## config.mk

```make
export PLATFORM = sky130hd
export DESIGN_NAME = mul_arbiter
export DESIGN_NICKNAME = d
export VERILOG_FILES = /design/src/rtl/mul_arbiter_pkg.sv /design/src/rtl/mul_arbiter_rr_pick.sv /design/src/rtl/mul_arbiter.sv
export SDC_FILE = /design/constraint.sdc
export NUM_CORES = 1
export LEC_CHECK = 0
export ABC_AREA = 1
export BUFFER_PORTS_ARGS = -buffer_cell sky130_fd_sc_hd__clkbuf_2
export CORE_MARGIN = 2
export CORE_UTILIZATION = 48
export CTS_CLUSTER_DIAMETER = 60
export DETAILED_ROUTE_END_ITERATION = 8
export GPL_ROUTABILITY_DRIVEN = 1
export PLACE_DENSITY = 0.89
export SLEW_MARGIN = 20
export SYNTH_ARGS = -nofsm -noshare
export SYNTH_HDL_FRONTEND = slang
export SYNTH_SLANG_ARGS = --single-unit
```

## constraint.sdc

```tcl
create_clock -name clk -period 2.33 [get_ports clk]
set_input_delay 0.3495 -clock clk [delete_from_list [all_inputs] [get_ports clk]]
set_output_delay 0.3495 -clock clk [all_outputs]
set_load 0.01 [all_outputs]
```

## src/rtl/mul_arbiter_pkg.sv

```systemverilog
// Shared types for the multiplier arbiter: FSM state encoding and id-width helper.
package mul_arbiter_pkg;

   typedef enum logic [1:0] {
      StIdle  = 2'd0,
      StIssue = 2'd1,
      StWait  = 2'd2,
      StResp  = 2'd3
   } state_e;

   // Requester index width; never below one bit so ports stay legal.
   function automatic int unsigned id_w(input int unsigned n);
      return (n > 1) ? $clog2(n) : 1;
   endfunction

endpackage

```

## src/rtl/mul_arbiter_rr_pick.sv

```systemverilog
// Round-robin picker: first set request at or above ptr_i, wrapping to index 0.
module mul_arbiter_rr_pick
   import mul_arbiter_pkg::*;
#(
   parameter int unsigned NUM_REQ = 4,
   parameter int unsigned IdW     = id_w(NUM_REQ)
) (
   input  logic [NUM_REQ-1:0] req_i,
   input  logic [IdW-1:0]     ptr_i,
   output logic               valid_o,
   output logic [IdW-1:0]     idx_o
);

   logic [IdW-1:0] cidx;

   always_comb begin
      valid_o = 1'b0;
      idx_o   = '0;
      cidx    = '0;
      for (int unsigned k = 0; k < NUM_REQ; k++) begin
         cidx = IdW'((32'(ptr_i) + k) % NUM_REQ);
         if (!valid_o && req_i[cidx]) begin
            valid_o = 1'b1;
            idx_o   = cidx;
         end
      end
   end

endmodule

```

## src/rtl/mul_arbiter.sv

```systemverilog
// Shares one sequential multiplier between NUM_REQ clients, round-robin, one op at a time.
module mul_arbiter
   import mul_arbiter_pkg::*;
#(
   parameter int unsigned NUM_REQ = 4,
   parameter int unsigned WIDTH   = 8,
   parameter int unsigned TIMEOUT = 64
) (
   input  logic                     clk,
   input  logic                     rst,
   input  logic [NUM_REQ-1:0]       req,
   input  logic [NUM_REQ*WIDTH-1:0] a_flat,
   input  logic [NUM_REQ*WIDTH-1:0] b_flat,
   output logic [NUM_REQ-1:0]       req_ack,
   output logic                     rsp_valid,
   output logic [id_w(NUM_REQ)-1:0] rsp_id,
   output logic [WIDTH-1:0]         rsp_data,
   output logic                     err_timeout,
   output logic                     busy,
   output logic                     mul_start,
   output logic [WIDTH-1:0]         mul_src1,
   output logic [WIDTH-1:0]         mul_src2,
   input  logic [WIDTH-1:0]         mul_product,
   input  logic                     mul_done
);

   localparam int unsigned IdW  = id_w(NUM_REQ);
   localparam int unsigned TmrW = $clog2(TIMEOUT);

   state_e               state_q, state_d;
   logic [IdW-1:0]       rr_ptr_q, rr_ptr_d;
   logic [IdW-1:0]       id_q, id_d;
   logic [TmrW-1:0]      timer_q, timer_d;
   logic [NUM_REQ-1:0]   req_ack_q, req_ack_d;
   logic                 rsp_valid_q, rsp_valid_d;
   logic [IdW-1:0]       rsp_id_q, rsp_id_d;
   logic [WIDTH-1:0]     rsp_data_q, rsp_data_d;
   logic                 err_q, err_d;
   logic                 busy_q, busy_d;
   logic                 mul_start_q, mul_start_d;
   logic [WIDTH-1:0]     src1_q, src1_d;
   logic [WIDTH-1:0]     src2_q, src2_d;

   logic                 pick_valid;
   logic [IdW-1:0]       pick_idx;
   logic [WIDTH-1:0]     a_arr [NUM_REQ];
   logic [WIDTH-1:0]     b_arr [NUM_REQ];

   for (genvar i = 0; i < NUM_REQ; i++) begin : g_slice
      assign a_arr[i] = a_flat[i*WIDTH +: WIDTH];
      assign b_arr[i] = b_flat[i*WIDTH +: WIDTH];
   end

   mul_arbiter_rr_pick #(
      .NUM_REQ (NUM_REQ),
      .IdW     (IdW)
   ) u_rr_pick (
      .req_i   (req),
      .ptr_i   (rr_ptr_q),
      .valid_o (pick_valid),
      .idx_o   (pick_idx)
   );

   always_comb begin
      state_d     = state_q;
      rr_ptr_d    = rr_ptr_q;
      id_d        = id_q;
      timer_d     = timer_q;
      req_ack_d   = '0;
      rsp_valid_d = 1'b0;
      rsp_id_d    = rsp_id_q;
      rsp_data_d  = rsp_data_q;
      err_d       = 1'b0;
      mul_start_d = 1'b0;
      src1_d      = src1_q;
      src2_d      = src2_q;

      unique case (state_q)
         StIdle: begin
            if (pick_valid) begin
               src1_d              = a_arr[pick_idx];
               src2_d              = b_arr[pick_idx];
               id_d                = pick_idx;
               req_ack_d[pick_idx] = 1'b1;
               rr_ptr_d            = (32'(pick_idx) == NUM_REQ - 1) ? '0 : pick_idx + IdW'(1);
               state_d             = StIssue;
            end
         end
         StIssue: begin
            mul_start_d = 1'b1;
            timer_d     = '0;
            state_d     = StWait;
         end
         StWait: begin
            // Completion takes priority over a coincident timeout.
            if (mul_done) begin
               rsp_valid_d = 1'b1;
               rsp_id_d    = id_q;
               rsp_data_d  = mul_product;
               state_d     = StResp;
            end else if (timer_q == TmrW'(TIMEOUT - 1)) begin
               err_d   = 1'b1;
               state_d = StIdle;
            end else begin
               timer_d = timer_q + TmrW'(1);
            end
         end
         StResp: begin
            state_d = StIdle;
         end
         default: begin
            state_d = StIdle;
         end
      endcase

      busy_d = (state_d != StIdle);
   end

   always_ff @(posedge clk) begin
      if (rst) begin
         state_q     <= StIdle;
         rr_ptr_q    <= '0;
         id_q        <= '0;
         timer_q     <= '0;
         req_ack_q   <= '0;
         rsp_valid_q <= 1'b0;
         rsp_id_q    <= '0;
         rsp_data_q  <= '0;
         err_q       <= 1'b0;
         busy_q      <= 1'b0;
         mul_start_q <= 1'b0;
         src1_q      <= '0;
         src2_q      <= '0;
      end else begin
         state_q     <= state_d;
         rr_ptr_q    <= rr_ptr_d;
         id_q        <= id_d;
         timer_q     <= timer_d;
         req_ack_q   <= req_ack_d;
         rsp_valid_q <= rsp_valid_d;
         rsp_id_q    <= rsp_id_d;
         rsp_data_q  <= rsp_data_d;
         err_q       <= err_d;
         busy_q      <= busy_d;
         mul_start_q <= mul_start_d;
         src1_q      <= src1_d;
         src2_q      <= src2_d;
      end
   end

   assign req_ack     = req_ack_q;
   assign rsp_valid   = rsp_valid_q;
   assign rsp_id      = rsp_id_q;
   assign rsp_data    = rsp_data_q;
   assign err_timeout = err_q;
   assign busy        = busy_q;
   assign mul_start   = mul_start_q;
   assign mul_src1    = src1_q;
   assign mul_src2    = src2_q;

endmodule

```

Word-level counts from Yosys, hierarchy flattened
Index checks and enable logic that the tools add are counted.

operators by class
  equal/unequal tests = 7
  mux-type cells = 35
  add/subtract/negate cells = 5
  bitwise operators = 4
  reduce and logical (&&, ||, !) cells = 16
  order comparisons = 7

operators by type and width
  operator               count
  $bmux W8 S2            2
  $mux W8                4
  $mux W2                8
  $lt A2 B3 Y1 const B   5
  $mux W1                12
  $mux W6                2
  $pmux W6 S2            1
  $bmux W1 S2            4
  $pmux W2 S4            1
  $add A6 B1 Y6 const B  1
  $eq A2 B2 Y1 const B   3
  $eq A6 B6 Y1 const B   1
  $reduce_or A3 Y1       2
  $add A2 B1 Y2 const B  2
  $add A2 B2 Y2 const B  2
  $logic_and A1 B1 Y1    4
  $ne A2 B2 Y1 const B   2
  $reduce_and A2 Y1      2
  $reduce_bool A2 Y1     2
  $ge A3 B3 Y1 const B   1
  $logic_not A1 Y1       3
  $not A1 Y1             3
  $not A2 Y3             1
  $reduce_and A3 Y1      1
  other kinds (5)        5

storage, ports and cells
  logic and storage cells = 87
  output and inout bits = 34
  bits in registers = 46

Longest topological paths before layout
  depth after elaboration = 16
  depth in mapped cells = 17

By module
A second synthesis with hierarchy kept.

unflattened totals
  cell total of the unflattened synthesis = 385
  area, all modules = 2563.7 um2

modules (own cells, without submodules)
  module               area each (um2)  cells each  instances  seq. area each (um2)
  mul_arbiter          2244.7           326         1          920.9
  mul_arbiter_rr_pick  319.1            59          1          0.0

Worst setup path after synthesis
OpenSTA, ideal clock, no wires.

  kind = register to register
  start point = register rr_ptr_q[0]
  end point = register rr_ptr_q[1]
  setup time = 120 ps
  path slack = 435 ps
  data required time = 2210 ps
  clock period less this slack = 1895 ps
  arrival time = 1775 ps
  stages on the path, launching flop included = 13
  path through = dfxtp_1 buf_4 nand2_1 nand3_1 nand2_2 nor2_4 nand3_4 nand3_4 inv_2 buf_6 ha_1 o21ai_0 a21oi_1

between the ends
  word-level cells in the longest chain between the ends = 14
  elaborated cells between the ends (all ways) = 29

RTL lines
  item                                                                    RTL line                   source
  from (decl)                                                             mul_arbiter.sv:31          logic [IdW-1:0] rr_ptr_q, rr_ptr_d;
  from (signal assigned)                                                  mul_arbiter.sv:136         rr_ptr_q <= rr_ptr_d;
  parallel branches: the longest is 11 deep, another holds $add A2 B1 Y2  --
  $mux W2 (*)                                                             mul_arbiter_rr_pick.sv:22  if (!valid_o && req_i[cidx]) begin
  named net pick_idx[0]                                                   mul_arbiter.sv:45          logic [IdW-1:0] pick_idx;
  $add A2 B1 Y2 or $eq A2 B2 Y1 (tied branches)                           mul_arbiter.sv:85          rr_ptr_d = (32'(pick_idx) == NUM_REQ - 1) ? '0 : pick_idx + IdW'(1);
  $mux W2 (*)                                                             mul_arbiter.sv:85

Mark *: on every way through the listed nets, which the timed path passes. The select of a mux whose other input is x is not followed.
A chain may end at the register's enable or synchronous reset.

Worst setup path in the final report
Same ends and word-level chain as after synthesis.

==> impl_summary.txt <==
----------------------------------------------------
[Pwr]
  Switching share of power ... 0.5134
  Power dissipated by switching net loads ... 0.002386 W
  Gate power share ... 0.640
  Reg power frac ... 0.253
  Internal power component ... 0.002261 W
  Power density over the cells ... 1397 mW/mm^2
  Peak VDD IR ... 0.6287 mV
  Static leakage ... 1.934 nW
  Tot Pwr ... 0.004647 W
  Clock share of power ... 0.107

[Floorplanning]
  Count of standard-cell rows ... 27
  Die X ... 78.22 um
  Die Height ... 78.22 um
  Core Footprint ... 0.005405 sq mm
  Die ar. ... 0.006118 sq mm
  Count of boundary I/O pins ... 113
  Initial Util ... 0.4891

[Global routing]
  Largest net degree at the start of global routing ... 36
  Initial antenna violation count ... 0
  Wire length of the first global-routing pass ... 11380 um
  Remaining global-route overflow ... 0
  Overall track demand over capacity in global routing ... 0.2258
  Via count of the first global-routing pass ... 2696

[Detailed routing]
  Post-detailed-routing wire length ... 6860 um
  Number of DRC violations after detailed-routing iteration 0 ... 125
  Vias ... 2947
  Routed wl met3 ... 428 um
  Met2 routed wirelength ... 3329 um
  Topmost layer with routed signal wires ... met4
  Final routed wire length divided by cell count ... 11.26 um
  Antenna Nets Post-Route ... 0
  Met1 WL ... 2922 um
  TritonRoute pass-1 iters ... 4
  DRC violation count after routing ... 0
  Routed vias/inst ... 4.839

[Setup path]
  Delay contributed by the slowest stage of the critical path ... 0.41 ns
  Count of buffer and inverter cells on the critical path ... 2
  Kind of cell with the highest combined delay on the critical path ... simple AND/OR/NAND/NOR gates
  Reg-to-reg startpoint ... rr_ptr_q[0]$_SDFFE_PP0P_
  Cell Chain, Critical Path ... buf_4 -> nand2_1 -> nand3_1 -> nand2_2 -> nor2_4 -> nand3_1 -> nand2_4 -> inv_2 -> ha_1 -> o21ai_0 -> a21oi_1
  Critical path launch point ... rr_ptr_q[0]$_SDFFE_PP0P_
  Reg-to-reg endpoint ... rr_ptr_q[1]$_SDFFE_PP0P_
  CP Launch Type ... register
  Highest net fanout along the worst path ... 10
  Library cell appearing most often on the critical path ... nand3_1
  Data arrival, critical path ... 2.37 ns
  Setup Crit Path Kind ... register to register
  Worst reg-to-reg path cell count ... 11
  Crit. End Element ... register
  CP Data Required Time ... 2.52 ns
  Slack of the worst reg-to-reg path ... 0.15 ns
  Master of the slowest instance on the critical path ... dfxtp_1

[Place]
  Final RePlAce weighted congestion ... 0.8959
  PortBufs ... 112
  Half-perimeter wire length after detailed placement ... 5242 um
  Number of cells after detailed placement ... 601
  Setup WS pre-CTS ... 0.1740 ns

[STA]
  Maximum clock frequency ... 458.7 MHz
  RSZ-0062 raised after global routing ... no
  Actual transition at the worst max-transition pin ... 0.6581 ns
  Final period utilization ... 0.9356
  Post-Route Skew ... 0.006923 ns
  Minimum period implied by the final worst setup slack ... 2.180 ns
  Endpoints failing setup ... 0
  Max-slew headroom at the worst pin ... 0.5608
  Post-Route Setup TNS ... 0 ns
  Setup slack after layout ... 0.1500 ns
  Final number of hold-violating endpoints ... 0
  Total count of max-transition violations in the final report ... 0

[Worst hold path]
  Hold endpoint ... rsp_data[4]$_SDFFE_PP0P_
  Worst min-delay path startpoint ... mul_product[4]
  Type of the most critical hold path ... input port to register
  Min-Delay Path Depth ... 3

[Finish]
  Filler cells ... 505
  Post-route non-filler standard cell count ... 609
  Share of final-layout standard cells stronger than drive strength 1 ... 0.2663
  Area delta synth->final ... 25.79%
  Number of antenna cells inserted ... 0
  Net total in the final layout ... 620

[Logic synthesis]
  Largest cells by area after synthesis ... dfxtp_1 35%, nand2_1 22%, nor2_1 10%, nand3_1 5.9%, inv_1 5.8%
  Number of instances in the synthesized netlist ... 428
  Area fraction of the dominant cell type after synthesis ... 0.3483
  Flip-flop and latch count after synthesis ... 46
  Fraction of the yosys area taken by sequential cells ... 0.3483
  Mean post-synth cell area ... 6.177 sq um
  Distinct cells, synth ... 25
  Mapped cell area ... 0.002644 sq mm
  Cell accounting for the most synthesized area ... dfxtp_1
  Number of warning messages in the yosys log ... 0
  Syn_nets ... 512

[Clock tree]
  Longest Clk Path Bufs ... 2
  Clock tree from TritonCTS ... yes
  Clock root cell ... clkbuf_8
  H-Tree Level Count ... 2
  TritonCTS buffer count ... 5
  Clock-pin slew of the registers on the worst-case setup and hold paths ... 0.09 ns
  Number of clock sinks ... 46
  Number of hold-repair buffers added at the cts stage ... 0
  Worst-skew pair later-pin latency ... 0.30 ns
  Post-CTS resize count ... 0
  Total setup buffers inserted after CTS ... 0

[Run status]
  Status ... complete, no violations

[Flow run]
  Max-capacitance violation count ... 0

----------------------------------------------------
[registers in the layout, summed over array words and instances (netlist names)]
register / flops
rsp_valid: 1
mul_src1: 8
req_ack: 4
mul_src2: 8
rsp_data: 8
state_q: 2
rsp_id: 2
timer_q: 6
busy: 1
mul_start: 1
id_q: 2
err_timeout: 1
rr_ptr_q: 2
[worst reg2reg max path, cell delays in order (launching register included)]
cell and delay, ns:
dfxtp_1 0.41, buf_4 0.18, nand2_1 0.08, nand3_1 0.13, nand2_2 0.09, nor2_4 0.16, nand3_1 0.23, nand2_4 0.21
inv_2 0.10, ha_1 0.28, o21ai_0 0.15, a21oi_1 0.05
[cells in the final DEF (no fill, tap or decap), types with 5 or more instances in the layout]
| cell | synthesis | routed |
|---|---|---|
| dfxtp_1 | 46 | 46 |
| inv_1 | 41 | 41 |
| clkbuf_2 | 0 | 112 |
| nand3_1 | 31 | 31 |
| o21ai_0 | 20 | 20 |
| ha_1 | 5 | 5 |
| nor2_1 | 71 | 71 |
| inv_2 | 6 | 5 |
| o21ai_1 | 8 | 8 |
| nand2_1 | 154 | 154 |
| buf_4 | 4 | 6 |
| clkbuf_8 | 0 | 5 |
| a21oi_1 | 8 | 8 |
[Yosys cell counts]
library cell and instances:
a211oi_1 2, a21oi_1 8, a31oi_1 1, buf_1 1
buf_2 5, buf_4 4, buf_6 5, clkbuf_1 3
dfxtp_1 46, ha_1 5, inv_1 41, inv_2 6
nand2_1 154, nand2_2 4, nand3_1 31, nand3_2 2
nand3_4 3, nand4_1 1, nor2_1 71, nor2_4 2
nor3_1 3, nor3b_1 1, o211ai_1 1, o21ai_0 20
o21ai_1 8
[worst max path at each step]
stage / to / slack, ns / cells past startpoint
2_1_floorplan: rr_ptr_q[1]$_SDFFE_PP0P_ / 0.43 / 12
3_3_place_gp: rr_ptr_q[1]$_SDFFE_PP0P_ / 0.27 / 11
3_5_place_dp: rr_ptr_q[1]$_SDFFE_PP0P_ / 0.17 / 12
4_1_cts: rr_ptr_q[1]$_SDFFE_PP0P_ / 0.15 / 12
5_1_grt: mul_src2[1]$_SDFFE_PP0P_ / 0.002 / 13
6_report: rr_ptr_q[1]$_SDFFE_PP0P_ / 0.15 / 11
[cell type report]
cell class	count	area, sq um	share of cell area
tap	72	90.09	0.02709
clock inverter	2	13.76	0.004138
clock buffer	6	72.57	0.02182
sequential	46	920.9	0.2769
multi-input combinational	317	1433	0.4308
timing repair buffer	119	616.8	0.1855
inverter	47	178.9	0.05380
[routing by layer]
layer,up-vias,track usage
met3,18,0.04138
met1,1296,0.2665
met4,0,0.1035
met2,101,0.3966
li1,1532,-
met5,-,0
[logic make-up (layout without fill, tap and decap cells)]
group	after synthesis	in the layout	synth area share
simple gates	272	272	0.4345
buf+inv	65	174	0.1145
flops	46	46	0.3483
compound gates	40	40	0.07904
fa+ha+maj	5	5	0.02366
[stage by stage]
step / cell area, sq um / hold slack, ns / utilization
5_1_grt: 3326 / 0.2761 / 0.6153
3_3_place_gp: 3221 / 0.4577 / 0.5958
4_1_cts: 3307 / 0.2621 / 0.6118
3_5_place_dp: 3221 / 0.4651 / 0.5958
2_1_floorplan: 2644 / 0.4411 / -
6_report: 3326 / 0.2665 / 0.6153
[power groups by stage]
stage                     clock network [W]  registers (W)  logic, W
after detailed placement                  0        0.00119   0.00291
after floorplan                           0        0.00125   0.00227
after global routing               0.000528        0.00120   0.00342
final                              0.000495        0.00118   0.00298
after global placement                    0        0.00118   0.00280
after CTS                          0.000499        0.00117   0.00292
No activity file was read; power rests on OpenSTA's default activity.
